## src/rtl/fifo_pkg.sv

```systemverilog
// Shared configuration for the demo FIFO write and read partitions.
package fifo_pkg;

    localparam int DATA_W = 8;
    localparam int DEPTH  = 256;
    localparam int ADDR_W = $clog2(DEPTH);

    // Committed-word count; one bit wider than an address so it can hold DEPTH.
    typedef logic [ADDR_W:0] level_t;

endpackage

```

## src/rtl/fifo_writer_wrap_ptr.sv

```systemverilog
// Address counter that runs modulo DEPTH. The next value is also exported so
// a caller can look one increment ahead without duplicating the wrap rule.
import fifo_pkg::*;

module wrap_ptr #(
    parameter int DEPTH  = fifo_pkg::DEPTH,
    parameter int ADDR_W = fifo_pkg::ADDR_W
) (
    input  logic              clk,
    input  logic              rst,
    input  logic              inc,
    output logic [ADDR_W-1:0] ptr,
    output logic [ADDR_W-1:0] ptr_next
);

    localparam logic [ADDR_W-1:0] LAST = ADDR_W'(DEPTH - 1);

    // Wrap back to zero after the last entry; no bubble at the wrap point.
    always_comb begin
        ptr_next = ptr + ADDR_W'(1);
        if (ptr == LAST) begin
            ptr_next = '0;
        end
    end

    // Advance the pointer when the caller commits an entry.
    always_ff @(posedge clk or posedge rst) begin
        if (rst) begin
            ptr <= '0;
        end else if (inc) begin
            ptr <= ptr_next;
        end
    end

endmodule

```

## src/rtl/fifo_writer.sv

```systemverilog
// Write-side stage of the demo FIFO. Each accepted word is staged for one
// cycle and written to the shared memory on the following edge; occupancy
// counts only committed words, while full also counts the staged word so the
// slot it will occupy is reserved.
//
// Handshake: a word transfers on a rising edge where in_valid && in_ready are
// both high in the preceding cycle; in_ready depends only on registered state,
// and in_data is ignored in any cycle without a transfer.
import fifo_pkg::*;

module fifo_writer #(
    parameter int DATA_W = fifo_pkg::DATA_W,
    parameter int DEPTH  = fifo_pkg::DEPTH,
    parameter int ADDR_W = fifo_pkg::ADDR_W
) (
    input  logic              clk,
    input  logic              rst,
    input  logic              in_valid,
    input  logic [DATA_W-1:0] in_data,
    output logic              in_ready,
    input  logic              rd_en,
    input  logic              clr_err,
    output logic              mem_we,
    output logic [ADDR_W-1:0] mem_waddr,
    output logic [DATA_W-1:0] mem_wdata,
    output logic [ADDR_W:0]   level,
    output logic              full,
    output logic              empty,
    output logic              underflow
);

    logic              pending;
    logic              accept;
    logic              commit;
    logic              rd_ok;
    logic [ADDR_W-1:0] wr_ptr;
    logic [ADDR_W-1:0] wr_ptr_next;
    logic [ADDR_W-1:0] next_waddr;
    logic [ADDR_W+1:0] occupied;

    wrap_ptr #(
        .DEPTH  (DEPTH),
        .ADDR_W (ADDR_W)
    ) u_wr_ptr (
        .clk      (clk),
        .rst      (rst),
        .inc      (commit),
        .ptr      (wr_ptr),
        .ptr_next (wr_ptr_next)
    );

    // Occupancy flags and handshake qualifiers, all from registered state.
    always_comb begin
        occupied = {1'b0, level} + {{(ADDR_W+1){1'b0}}, pending};
        full     = (occupied == (ADDR_W+2)'(DEPTH));
        empty    = (level == '0);
        in_ready = !full;
        accept   = in_valid && in_ready;
        commit   = pending;
        rd_ok    = rd_en && !empty;
        // A commit in this cycle advances wr_ptr at the same edge, so a
        // back-to-back word must take the address after it.
        next_waddr = commit ? wr_ptr_next : wr_ptr;
    end

    assign mem_we = pending;

    // Stage an accepted word: the write strobe is high for exactly one cycle
    // per word, and data/address hold their last values otherwise.
    always_ff @(posedge clk or posedge rst) begin
        if (rst) begin
            pending   <= 1'b0;
            mem_waddr <= '0;
            mem_wdata <= '0;
        end else begin
            pending <= accept;
            if (accept) begin
                mem_waddr <= next_waddr;
                mem_wdata <= in_data;
            end
        end
    end

    // Committed-word count: commits add, valid reads remove, both cancel.
    always_ff @(posedge clk or posedge rst) begin
        if (rst) begin
            level <= '0;
        end else begin
            case ({commit, rd_ok})
                2'b10:   level <= level + (ADDR_W+1)'(1);
                2'b01:   level <= level - (ADDR_W+1)'(1);
                default: level <= level;
            endcase
        end
    end

    // Sticky underflow; a new event wins over a simultaneous clear.
    always_ff @(posedge clk or posedge rst) begin
        if (rst) begin
            underflow <= 1'b0;
        end else if (rd_en && empty) begin
            underflow <= 1'b1;
        end else if (clr_err) begin
            underflow <= 1'b0;
        end
    end

endmodule

```

## config.mk

```make
export PLATFORM = sky130hd
export DESIGN_NAME = fifo_writer
export DESIGN_NICKNAME = d
export VERILOG_FILES = /design/src/rtl/fifo_pkg.sv /design/src/rtl/fifo_writer_wrap_ptr.sv /design/src/rtl/fifo_writer.sv
export SDC_FILE = /design/constraint.sdc
export NUM_CORES = 1
export LEC_CHECK = 0
export ABC_AREA = 1
export ABC_CLOCK_PERIOD_IN_PS = 3000
export BUFFER_PORTS_ARGS = -buffer_cell sky130_fd_sc_hd__buf_2
export CORE_MARGIN = 3
export CORE_UTILIZATION = 30
export CTS_CLUSTER_SIZE = 20
export DETAILED_ROUTE_END_ITERATION = 8
export PLACE_DENSITY = 0.57
export SLEW_MARGIN = 0
export SYNTH_ARGS = -nofsm -noshare
export SYNTH_HDL_FRONTEND = slang
export SYNTH_SLANG_ARGS = --single-unit
```

## constraint.sdc

```tcl
create_clock -name clk -period 3 [get_ports clk]
set_input_delay 0 -clock clk [delete_from_list [all_inputs] [get_ports clk]]
set_output_delay 0 -clock clk [all_outputs]
set_load 0.01 [all_outputs]
```

* After elaboration in Yosys (flattened, before gate mapping)
Index checks and enable logic that the tools add are counted.
** Operators by class
- Add/sub/neg operators :: 4
- Equality and inequality tests :: 4
- Multiplexer cells :: 5
- Reduce and logical (&&, ||, !) cells :: 8
** Operators with widths (count)
- case mux 9 bit (2 select lines) :: 1
- two-way mux 8 bit :: 2
- adder 9 x 1 -> 10 bit :: 1
- == test 10 x 9 -> 1 bit, second input constant :: 1
- adder 9 x 1 -> 9 bit, second input constant :: 1
- zero test 9 bit :: 1
- subtractor 9 x 1 -> 9 bit, second input constant :: 1
- adder 8 x 1 -> 8 bit, second input constant :: 1
- == test 8 bit, second input constant :: 1
- nonzero test 2 bit :: 2
- logical AND 1 bit :: 3
- == test 2 x 1 -> 1 bit, second input constant :: 1
- == test 2 bit, second input constant :: 1
- zero test 1 bit :: 2
- two-way mux 1 bit :: 2
** Word-level totals
- Bits in registers :: 35
- Bits of input ports :: 13
- Output and inout bits :: 30
- Word-level logic and storage cells :: 27

* Depth between registers and ports, before layout
- Depth in word-level cells :: 5
- Gate-level depth with buffers :: 14
- Depth with buffers taken out :: 14

* Hierarchy
From an unflattened synthesis, not the netlist that was laid out.
** Unflattened totals
- Cell total of the unflattened synthesis :: 311
- Area total of the unflattened synthesis :: 2204.6 um^2
** By module, submodules not included
- fifo_writer :: times used 1, cells each 235, area each 1679.1 um^2, sequential area each 675.6 um^2
- wrap_ptr :: times used 1, cells each 76, area each 525.5 um^2, sequential area each 200.2 um^2

* Worst setup path after synthesis
OpenSTA, ideal clock, no wires.
- Path type :: reg2reg
- Start point :: register level[3]
- End point :: register level[7]
- Setup time :: 0.117 ns
- Data arrival time :: 2.234 ns
- Data required time :: 2.883 ns
- Setup slack :: 0.649 ns
- Stages on the path, launching flop included :: 13
- Path buffers :: 0
- Period minus slack after synthesis :: 2.351 ns
- Cells stage by stage :: dfrtp_1 nor2_1 nand3_1 nor2_1 nor2_1 ha_1 ha_1 a21oi_1 nor2_1 nor2_1 nand3b_1 nand3_1 nand2_1
** Between the ends
- Cells in the longest elaborated chain, start to end :: 5
- Elaborated cells between the ends (all ways) :: 9
- Classes of those cells :: add/sub: 2; eq/ne: 2; mux: 1; reduce/logical: 4
** RTL lines
- from (decl) :: line fifo_writer.sv:26 : output logic [ADDR_W:0] level,
- from (signal assigned) :: line fifo_writer.sv:90 : 2'b10: level <= level + (ADDR_W+1)'(1);
- from (signal assigned) :: line fifo_writer.sv:91 : 2'b01: level <= level - (ADDR_W+1)'(1);
- from (signal assigned) :: line fifo_writer.sv:92 : default: level <= level;
- zero test 9 bit * :: line fifo_writer.sv:56 : empty = (level == '0);
- net empty :: line fifo_writer.sv:28 : output logic empty,
- zero test 1 bit * :: line fifo_writer.sv:60 : rd_ok = rd_en && !empty;
- logical AND 1 bit * :: line fifo_writer.sv:60
- == test 2 x 1 -> 1 bit / == test 2 bit (equally long branches) :: line fifo_writer.sv:89 : case ({commit, rd_ok})
- case mux 9 bit (2 select lines) / nonzero test 2 bit (equally long branches)
Mark *: on every way through the listed nets, which the timed path passes. The rest lies on a longest branch.
A chain may end at the register's enable or synchronous reset.

* Worst setup path after layout
- Start point :: register level[5]
- End point :: register level[7]
** Between the ends
- Cells in the longest elaborated chain, start to end :: 5
- Elaborated cells between the ends (all ways) :: 9
- Classes of those cells :: add/sub: 2; eq/ne: 2; mux: 1; reduce/logical: 4
** RTL lines
- parallel branches: the longest is 5 deep, another holds subtractor 9 x 1 -> 9 bit
Parallel ways; which one is timed is not known.

==> metrics.csv <==
stage,metric,value,unit
run_status,status,"finished, final reports clean",
floorplanning,die-area,7880,sq um
routing,drt_iter0_markers,91,
global_routing,grt_max_degree,36,
placement,gp_congestion,0.922,
cts,clock-root-buffer,clkbuf_8,
cts,cts_htree_levels,2,
critical_path,crit_type,reg -> reg,
power_and_ir_drop,irDropWorstVdd,0.000246,V
cts,ctsLongestPathBuffers,2,
cts,ctsResizeCount,0,
final_layout,fin_util,39.0,%
yosys,ys_seq_area_share,42.6,%
placement,numPortBuffers,42,
cts,cts_setup_buffers,0,
yosys,synth_area_leaders,"dfrtp_1, nand2_1, ha_1",
timing,fmax,0.406,GHz
global_routing,antenna_found_initial,1,
yosys,synth_top_area_share,42.6,%
timing,fin_skew,11.4,ps
critical_path,end_kind,register,
cts,clock-sinks,35,
yosys,yosysWarnings,0,
timing,hold_violations,0,
final_layout,drive_gt1_share,22.7,%
timing,fin_crit_sh,82.0,%
floorplanning,initial_core_util,31.7,%
cts,hold_buffers,11,
critical_path,critPathRequiredTime,3200,ps
final_layout,antenna_cells,0,
critical_path,path_max_fanout,9,
floorplanning,dieHeight,88.8,um
cts,path_clk_slew,90,ps
final_layout,finalNonFillerCells,403,
critical_path,crit_arrival,2660,ps
timing,fin_setup_tns,0,ps
floorplanning,ioPinCount,43,
yosys,synth_cell_types,25,
placement,dp_slack,564,ps
final_layout,fill_cells,675,
timing,slew_headroom,68.2,%
routing,firstDrtPassIters,4,
routing,wire_per_inst,11.8,um
timing,drv_slew,0,
global_routing,grt_pass1_vias,1650,
yosys,ys_ff_latch,35,
worst_hold_path,hold_class,in -> reg,
floorplanning,core,6490,sq um
routing,vias,1819,
critical_path,start_kind,register,
cts,cts_tree,yes,
timing,finalCriticalPeriod,2460,ps
global_routing,track_usage,13.1,%
cts,clkLatencyLatePin,300,ps
floorplanning,die_w,88.8,um
final_layout,syn_to_final_growth,23.4,%
final_layout,design.final.nets,350,
timing,rsz0062_at_grt,false,
yosys,syn-num-nets,293,
power_and_ir_drop,p_per_area,812,nW/um^2
power_and_ir_drop,leakage,1.40,nW
yosys,syn-instance-count,268,
routing,ant_nets,0,
timing,setup_viol,0,
timing,tightest_slew,477,ps
yosys,synth_top_area_cell,dfrtp_1,
routing,drc,0,
yosys,synth.avg_cell_area,7.67,sq um
routing,viasPerCell,4.51,
yosys,syn_area,2060,sq um
placement,dp.cells,384,
cts,numCtsBuffers,5,
run,drv_cap,0,
routing,routed_wl,4740,um
timing,fin_ws,539,ps
global_routing,grt_pass1_wl,7970,um
placement,dpl.hpwl,3440,um
global_routing,grt-ovfl-total,0,
floorplanning,fp-row-count,29,
==> registers in the layout (all words and copies together), names as in the netlist <==
register	flops
level	9
u_wr_ptr.ptr	8
mem_we	1
mem_waddr	8
underflow	1
mem_wdata	8
==> path summary, 6_finish.rpt <==
path	end	from	slack (ps)	depth (start not counted)
worst max-delay path	level[7]	level[5]	540	12
worst min-delay path	mem_we	in_valid	120	3
worst max register to register	level[7]	level[5]	540	12
worst min register to register	mem_wdata[0]	mem_wdata[0]	480	2
max in group asynchronous	mem_wdata[7]	rst	2310	4
min in group asynchronous	mem_wdata[6]	rst	340	4
==> cells by family after synthesis <==
family	share of synthesized area [%]
simple gates	35.4
buf+inv	7.43
compound gates	3.96
fa+ha+maj	7.67
flops	42.6
xor+xnor	2.98
==> per-layer routing <==
metal	vias up	part of all wire, %	track usage, %
met5	-	0.27	0
met4	2	1.1	3.30
met3	6	5.1	4.47
met2	41	43	19.2
met1	818	51	18.5
li1	952	-	-
==> cell type report <==
cell class / instances / area [sq um] / share of cell area [%]
multi-input cells: 198 / 1030 / 40.5
clock inverters: 3 / 23.8 / 0.937
flip-flops and latches: 35 / 876 / 34.5
repair buffers: 54 / 328 / 12.9
clock buffers: 5 / 68.8 / 2.71
well taps: 77 / 96.3 / 3.80
inverters: 31 / 116 / 4.59
==> cells in the mapped netlist <==
cell and instances:
nand2_1 102, dfrtp_1 35, inv_1 29, nand3_1 20, nor2_1 17, nand2_2 13, ha_1 11, o21ai_0 7
a21oi_1 6, xnor2_1 5, nand4_1 4, nor2_2 4, inv_2 2, xor2_1 2, a21oi_2 1, buf_12 1
buf_4 1, clkbuf_1 1, clkbuf_2 1, fa_1 1, nand3_2 1, nand3b_1 1, nor2_4 1, nor2_8 1
o21bai_1 1
==> layout by cell type, fill, tap and decap left out <==
cell,netlist,final
nand3_1,20,20
nor2_8,1,1
nand4_1,4,4
nand3b_1,1,1
inv_2,2,2
xnor2_1,5,5
fa_1,1,1
o21bai_1,1,1
nand3_2,1,1
a21oi_1,6,6
nor2_1,17,17
dlygate4sd3_1,0,11
nand2_2,13,13
inv_1,29,29
o21ai_0,7,7
buf_4,1,1
dfrtp_1,35,35
ha_1,11,11
xor2_1,2,2
clkinvlp_4,0,2
buf_2,0,42
nor2_2,4,4
a21oi_2,1,1
clkbuf_8,0,5
nand2_1,102,102
inv_6,0,1
nor2_4,1,1
==> stage by stage <==
| step | cell area, sq um | power, mW | hold WS (ps) |
|---|---|---|---|
| after floorplan | 2060 | 1.42 | 104 |
| after global placement | 2330 | 1.69 | 137 |
| after detailed placement | 2330 | 1.69 | 136 |
| after CTS | 2540 | 2.08 | 109 |
| after global routing | 2540 | 2.26 | 116 |
| final | 2540 | 2.06 | 122 |
==> critical path: stages (launching register included) <==
cell and delay [ps]:
dfrtp_1 440, nor2_1 180, nand2_1 110, nor2_1 180
nor2_1 70, ha_1 330, ha_1 410, a21oi_1 230
nor2_1 60, nor2_1 120, nand3b_1 90, nand3_1 90
nand2_1 50
==> where the power goes <==
group,switching (mW),internal [mW],total (mW)
logic,0.531,0.360,0.891
clock network,0.197,0.166,0.363
registers,0.187,0.618,0.804
total,0.915,1.14,2.06
No activity file was read; power rests on OpenSTA's default activity.
